File: src/rtl/period_meter_if.sv
// period_meter_if: event input, valid/ack readout and status outputs of period_meter.
// master is the meter side, slave is the consumer/stimulus side.
interface period_meter_if;
  logic        event_in;
  logic        period_ack;
  logic [31:0] period;
  logic        period_valid;
  logic        overrun;
  logic        timeout;
  logic [4:0]  edge_count;

  modport master (
    input  event_in,
    input  period_ack,
    output period,
    output period_valid,
    output overrun,
    output timeout,
    output edge_count
  );

  modport slave (
    output event_in,
    output period_ack,
    input  period,
    input  period_valid,
    input  overrun,
    input  timeout,
    input  edge_count
  );
endinterface

File: src/rtl/period_meter.sv
// period_meter: counts clock cycles between rising edges of event_in, returns them via valid/ack.
// Define PERIOD_METER_SYNC_EN to add a two-flop input synchronizer (two more cycles of latency).
module period_meter #(
  parameter logic [31:0] TIMEOUT = 32'd1_000_000
) (
  input logic            clock,
  input logic            reset,
  period_meter_if.master bus
);

  typedef enum logic {S_IDLE, S_MEASURE} state_t;

  state_t      r_state;
  state_t      w_state_next;
  logic        w_ev_s;
  logic        r_ev_d;
  logic        r_armed;
  logic        w_rise;
  logic [31:0] r_cnt;
  logic [31:0] w_cnt_next;
  logic [31:0] r_period;
  logic        w_load;
  logic        w_timeout_next;
  logic        r_valid;
  logic        r_overrun;
  logic        r_timeout;
  logic [4:0]  r_edge_count;

`ifdef PERIOD_METER_SYNC_EN
  logic r_sync1;
  logic r_sync2;

  always_ff @(posedge clock or negedge reset) begin
    if (!reset) begin
      r_sync1 <= 1'b0;
      r_sync2 <= 1'b0;
    end else begin
      r_sync1 <= bus.event_in;
      r_sync2 <= r_sync1;
    end
  end

  assign w_ev_s = r_sync2;
`else
  assign w_ev_s = bus.event_in;
`endif

  // r_armed stops a level already high at reset release from counting as a rising edge
  always_ff @(posedge clock or negedge reset) begin
    if (!reset) begin
      r_ev_d  <= 1'b0;
      r_armed <= 1'b0;
    end else begin
      r_ev_d  <= w_ev_s;
      r_armed <= r_armed | ~w_ev_s;
    end
  end

  assign w_rise = w_ev_s & ~r_ev_d & r_armed;

  always_comb begin
    w_state_next   = r_state;
    w_cnt_next     = r_cnt;
    w_load         = 1'b0;
    w_timeout_next = 1'b0;
    case (r_state)
      S_IDLE: begin
        if (w_rise) begin
          w_cnt_next   = 32'd1;
          w_state_next = S_MEASURE;
        end else begin
          w_cnt_next = 32'd0;
        end
      end
      S_MEASURE: begin
        if (w_rise) begin
          w_load     = 1'b1;
          w_cnt_next = 32'd1;
        end else if (r_cnt == TIMEOUT) begin
          w_timeout_next = 1'b1;
          w_cnt_next     = 32'd0;
          w_state_next   = S_IDLE;
        end else begin
          w_cnt_next = r_cnt + 32'd1;
        end
      end
      default: begin
        w_cnt_next   = 32'd0;
        w_state_next = S_IDLE;
      end
    endcase
  end

  always_ff @(posedge clock or negedge reset) begin
    if (!reset) begin
      r_state      <= S_IDLE;
      r_cnt        <= 32'd0;
      r_period     <= 32'd0;
      r_valid      <= 1'b0;
      r_overrun    <= 1'b0;
      r_timeout    <= 1'b0;
      r_edge_count <= 5'd0;
    end else begin
      r_state   <= w_state_next;
      r_cnt     <= w_cnt_next;
      r_timeout <= w_timeout_next;
      if (w_load) begin
        r_period <= r_cnt;
      end
      if (w_load) begin
        r_valid <= 1'b1;
      end else if (bus.period_ack) begin
        r_valid <= 1'b0;
      end
      // an ack in the same cycle as a new result wins over setting overrun
      if (bus.period_ack) begin
        r_overrun <= 1'b0;
      end else if (w_load && r_valid) begin
        r_overrun <= 1'b1;
      end
      if (w_rise) begin
        r_edge_count <= r_edge_count + 5'd1;
      end
    end
  end

  assign bus.period       = r_period;
  assign bus.period_valid = r_valid;
  assign bus.overrun      = r_overrun;
  assign bus.timeout      = r_timeout;
  assign bus.edge_count   = r_edge_count;

endmodule

File: src/flat_wrapper.sv
// flat-port wrapper written by rule: the top's interface ports become plain ports
module period_meter_flat 
#(
  parameter logic [31:0] TIMEOUT = 32'd1_000_000
)
  (clock, reset, bus_event_in, bus_period_ack, bus_period, bus_period_valid, bus_overrun, bus_timeout, bus_edge_count);
  period_meter_if bus_i ();
  input logic clock;
  input logic reset;
  input wire logic [$bits(bus_i.event_in)-1:0] bus_event_in;
  input wire logic [$bits(bus_i.period_ack)-1:0] bus_period_ack;
  output wire logic [$bits(bus_i.period)-1:0] bus_period;
  output wire logic [$bits(bus_i.period_valid)-1:0] bus_period_valid;
  output wire logic [$bits(bus_i.overrun)-1:0] bus_overrun;
  output wire logic [$bits(bus_i.timeout)-1:0] bus_timeout;
  output wire logic [$bits(bus_i.edge_count)-1:0] bus_edge_count;
  assign bus_i.event_in = bus_event_in;
  assign bus_i.period_ack = bus_period_ack;
  assign bus_period = bus_i.period;
  assign bus_period_valid = bus_i.period_valid;
  assign bus_overrun = bus_i.overrun;
  assign bus_timeout = bus_i.timeout;
  assign bus_edge_count = bus_i.edge_count;
  period_meter #(.TIMEOUT(TIMEOUT)) u_core (.clock(clock), .reset(reset), .bus(bus_i));
endmodule
File: config.mk
export PLATFORM = sky130hd
export DESIGN_NAME = period_meter_flat
export DESIGN_NICKNAME = d
export VERILOG_FILES = /design/src/rtl/period_meter_if.sv /design/src/rtl/period_meter.sv /design/src/flat_wrapper.sv
export SDC_FILE = /design/constraint.sdc
export NUM_CORES = 1
export LEC_CHECK = 0
export CAP_MARGIN = 0
export CELL_PAD_IN_SITES_DETAIL_PLACEMENT = 1
export CELL_PAD_IN_SITES_GLOBAL_PLACEMENT = 2
export CORE_MARGIN = 5
export CORE_UTILIZATION = 37
export CTS_BUF_LIST = sky130_fd_sc_hd__clkbuf_2 sky130_fd_sc_hd__clkbuf_4 sky130_fd_sc_hd__clkbuf_8
export CTS_CLUSTER_SIZE = 40
export DETAILED_ROUTE_END_ITERATION = 16
export PLACE_DENSITY = 0.89
export SYNTH_ARGS = -nofsm -noshare
export SYNTH_HDL_FRONTEND = slang
export SYNTH_SLANG_ARGS = --single-unit
File: constraint.sdc
create_clock -name clock -period 2.2 [get_ports clock]
set_clock_uncertainty 0.2 [all_clocks]
set_input_delay 0.44 -clock clock [delete_from_list [all_inputs] [get_ports clock]]
set_output_delay 0.44 -clock clock [all_outputs]
set_load 0.005 [all_outputs]
==> results by group <==
Outcome
  • Status: finished, final reports clean

STA
  • Setup Total Neg Slack: 0 ns
  • Final Hold Viols: 0
  • Tcrit/Tclk final: 0.934
  • Unrepaired setup endpoints after global routing: no
  • Highest attainable clock frequency: 0.487 GHz
  • Smallest setup slack after layout: 0.146 ns
  • Max-Slew Margin vs Limit: 0.695
  • Number of max-slew violations in the final report: 0
  • Final count of negative-setup-slack endpoints: 0
  • Slew at the pin closest to its max-slew limit: 0.457 ns
  • Min Tclk post-route: 2.05 ns

Drt
  • Number of vias per cell after detailed routing: 5.16
  • Vias post-DR: 2429
  • Antenna violation net count after detailed routing: 0
  • Iteration count of the initial detailed-routing pass: 4
  • Sum of routed wire length over all layers: 7.84 mm
  • Drt drc: 0
  • Wire per inst: 16.6 um
  • Number of DRC markers in iteration 0: 64

Cells and area
  • Area used by multi-input combinational logic: 1340 sq um
  • Signed area change from the synthesized netlist to the final layout: 30.4%
  • Fin nets: 365
  • Post-route core utilization: 0.493
  • Antenna diodes: 0
  • Sequential cell area: 1880 sq um
  • Number of filler cells placed in the layout: 935
  • Ratio of cells with drive above 1 in the final layout: 0.218

Floorplan
  • Core Area: 8680 sq um
  • Die area: 10800 sq um
  • Number of top-level pins: 44
  • Placement row count: 34
  • Die Height: 104 um
  • Initial cell density of the core: 0.378
  • Die Width: 104 um

Clock network
  • Clock sink count: 75
  • Number of CTS-inserted buffers: 9
  • Number of buffers on the longest clock path: 2
  • Post-CTS repair timing setup buffer count: 0
  • H-tree levels: 3
  • Clock transition at the registers of the reported paths: 0.08 ns
  • TritonCTS clock tree: yes
  • Worst skew pair latency: 0.35 ns
  • CTS Root Buffer Type: sky130_fd_sc_hd__clkbuf_8

GRT
  • Gr ovfl total: 0
  • Via count of the first global-routing pass: 2651
  • Largest net degree at the start of global routing: 42
  • Global-route usage over all layers: 0.152
  • Initial antenna violation count: 0
  • Wire length of the first global-routing pass: 13.6 mm

Yosys
  • Synthesized netlist cell count: 288
  • Proportion of netlist area held by the largest area contributor: 0.573
  • Number of register bits inferred by synthesis: 75
  • Top cells by area, synth: sky130_fd_sc_hd__dfrtp_1, sky130_fd_sc_hd__mux2_2, sky130_fd_sc_hd__xnor2_1
  • Synthesized area divided by synthesized cell count: 11.4 sq um
  • Share of async-settable or async-resettable flops after synthesis: 1.00
  • Leading post-synthesis cells by instance count: sky130_fd_sc_hd__dfrtp_1, sky130_fd_sc_hd__nor2_1, sky130_fd_sc_hd__mux2_2, sky130_fd_sc_hd__nand2_1, sky130_fd_sc_hd__xnor2_1
  • Syn. warnings: 0
  • Most common flop cell mapped by yosys: sky130_fd_sc_hd__dfrtp_1
  • Sequential area share after synthesis: 0.573
  • Synthesized cell area: 3280 sq um
  • Number of enable flip-flop cells after synthesis: 0
  • Number of unique standard cell types used by synthesis: 30
  • Post-Synthesis Net Count: 295
  • Most common cell in the synthesized netlist: sky130_fd_sc_hd__dfrtp_1
  • Top cell type by total area after synthesis: sky130_fd_sc_hd__dfrtp_1

Pwr
  • Power per cell area: 762 nW/um^2
  • Leakage power: 1.93 nW
  • Peak supply drop: 0.000376 V

Worst setup path
  • Data arrival time of the critical path: 2.09 ns
  • Slowest cell on the critical path: sky130_fd_sc_hd__o41ai_2
  • Setup CP Type: reg2reg
  • Slowest cell delay on critical path: 0.43 ns
  • Critical Path Start Type: register
  • List of cells traversed by the critical path: nor4_4, nand4_1, o41ai_2, or2b_4, buf_12, nor2_1
  • Crit path capture type: register
  • Max Fanout on Critical Path: 22
  • Data required time at the worst endpoint: 2.23 ns

Placed design
  • IO Port Bufs: 43
  • Setup Slack @ Placement: 0.0588 ns
  • Final weighted congestion in routability-driven placement: 0.828
  • Half-perimeter wire length after placement: 5.66 mm

Worst hold path
  • Path class of the lowest-slack min-delay path: reg2reg

Flow run
  • Max-Cap Viols: 0
## cells in the final DEF, fill, tap and decap left out, types with 4 or more instances in the layout
cell type | Yosys | routed
sky130_fd_sc_hd__xnor2_1 | 20 | 20
sky130_fd_sc_hd__clkdlybuf4s50_1 | 0 | 42
sky130_fd_sc_hd__dfrtp_1 | 75 | 75
sky130_fd_sc_hd__nor4_1 | 6 | 4
sky130_fd_sc_hd__nand3_1 | 9 | 9
sky130_fd_sc_hd__buf_4 | 0 | 25
sky130_fd_sc_hd__inv_1 | 8 | 8
sky130_fd_sc_hd__nand4_1 | 17 | 17
sky130_fd_sc_hd__clkbuf_8 | 0 | 11
sky130_fd_sc_hd__nand2_1 | 21 | 21
sky130_fd_sc_hd__xor2_1 | 12 | 12
sky130_fd_sc_hd__nor3_1 | 7 | 7
sky130_fd_sc_hd__o21ai_0 | 10 | 10
sky130_fd_sc_hd__mux2_2 | 26 | 26
sky130_fd_sc_hd__nor2_1 | 38 | 38
sky130_fd_sc_hd__and3_1 | 6 | 6
## layout make-up
class / instances / area share
Multi-Input combinational cell: 194 / 0.314
Clock buffer: 12 / 0.0372
Inverter: 8 / 0.00703
Timing Repair Buffer: 70 / 0.154
Clock inverter: 4 / 0.0170
Tap cell: 108 / 0.0316
Sequential cell: 75 / 0.439
## report_power, final
part           switching [W]  internal (W)
registers           0.000112       0.00149
logic               0.000183      0.000257
clock network       0.000504      0.000712
total               0.000800       0.00246
## layer usage
metal  routed length [um]  up-vias  share of wire  global-route usage
li1                     -     1131              -                   -
met1                 3470     1248           0.44               0.192
met2                 3980       43           0.51               0.258
met3                  302        7          0.039              0.0385
met4                   82        0          0.010              0.0416
met5                    0        -              0                   0
## registers in the layout, summed over array words and instances (netlist names)
name / cells
u_core.r_cnt: 32
u_core.bus.edge_count: 5
u_core.r_state: 1
u_core.bus.overrun: 1
u_core.r_armed: 1
u_core.bus.period_valid: 1
u_core.bus.timeout: 1
u_core.bus.period: 32
u_core.r_ev_d: 1
## logic make-up after synthesis
family / after synthesis / synth area share
compound gates: 14 / 0.0252
xor+xnor: 32 / 0.0855
fa+ha+maj: 3 / 0.0115
buf+inv: 19 / 0.0290
flops: 75 / 0.573
mux: 26 / 0.0893
simple gates: 119 / 0.187
## worst max-delay path, delay by kind of cell, from the launching register on
family / cells / cell delay (ns)
flip-flops: 1 / 0.41
AO/OA/AOI/OAI: 1 / 0.43
buffers and inverters: 1 / 0.15
AND/OR/NAND/NOR: 4 / 0.74
## timing repair
action,CTS,global route
resized for setup,0,6
hold buffers,1,0
endpoints found under the setup margin,0,31
endpoints found under the hold margin,34,0
## per-stage QoR
stage               total power [W]  std cells  hold WS [ns]  instance area (sq um)
floorplan                   0.00180        288       -0.0556                   3280
global placement            0.00205        454         0.218                   4000
detailed placement          0.00207        454         0.224                   4000
CTS                         0.00330        471         0.287                   4240
global route                0.00342        471         0.301                   4270
finish                      0.00325        471         0.274                   4270
## worst paths after layout
check | from | endpoint | slack [ns] | cells after the start
hold / removal | u_core.bus.edge_count[4] | u_core.bus.edge_count[4] | 0.27 | 1
setup / recovery | u_core.r_cnt[29] | u_core.r_cnt[4] | 0.15 | 6
max in group asynchronous | reset | u_core.r_cnt[19] | 0.83 | 3
min in group asynchronous | reset | u_core.bus.period[6] | 0.39 | 2
hold reg to reg | u_core.bus.edge_count[4] | u_core.bus.edge_count[4] | 0.27 | 1
setup reg to reg | u_core.r_cnt[29] | u_core.r_cnt[4] | 0.15 | 6
Note: power is estimated with default switching activity, not from simulation.
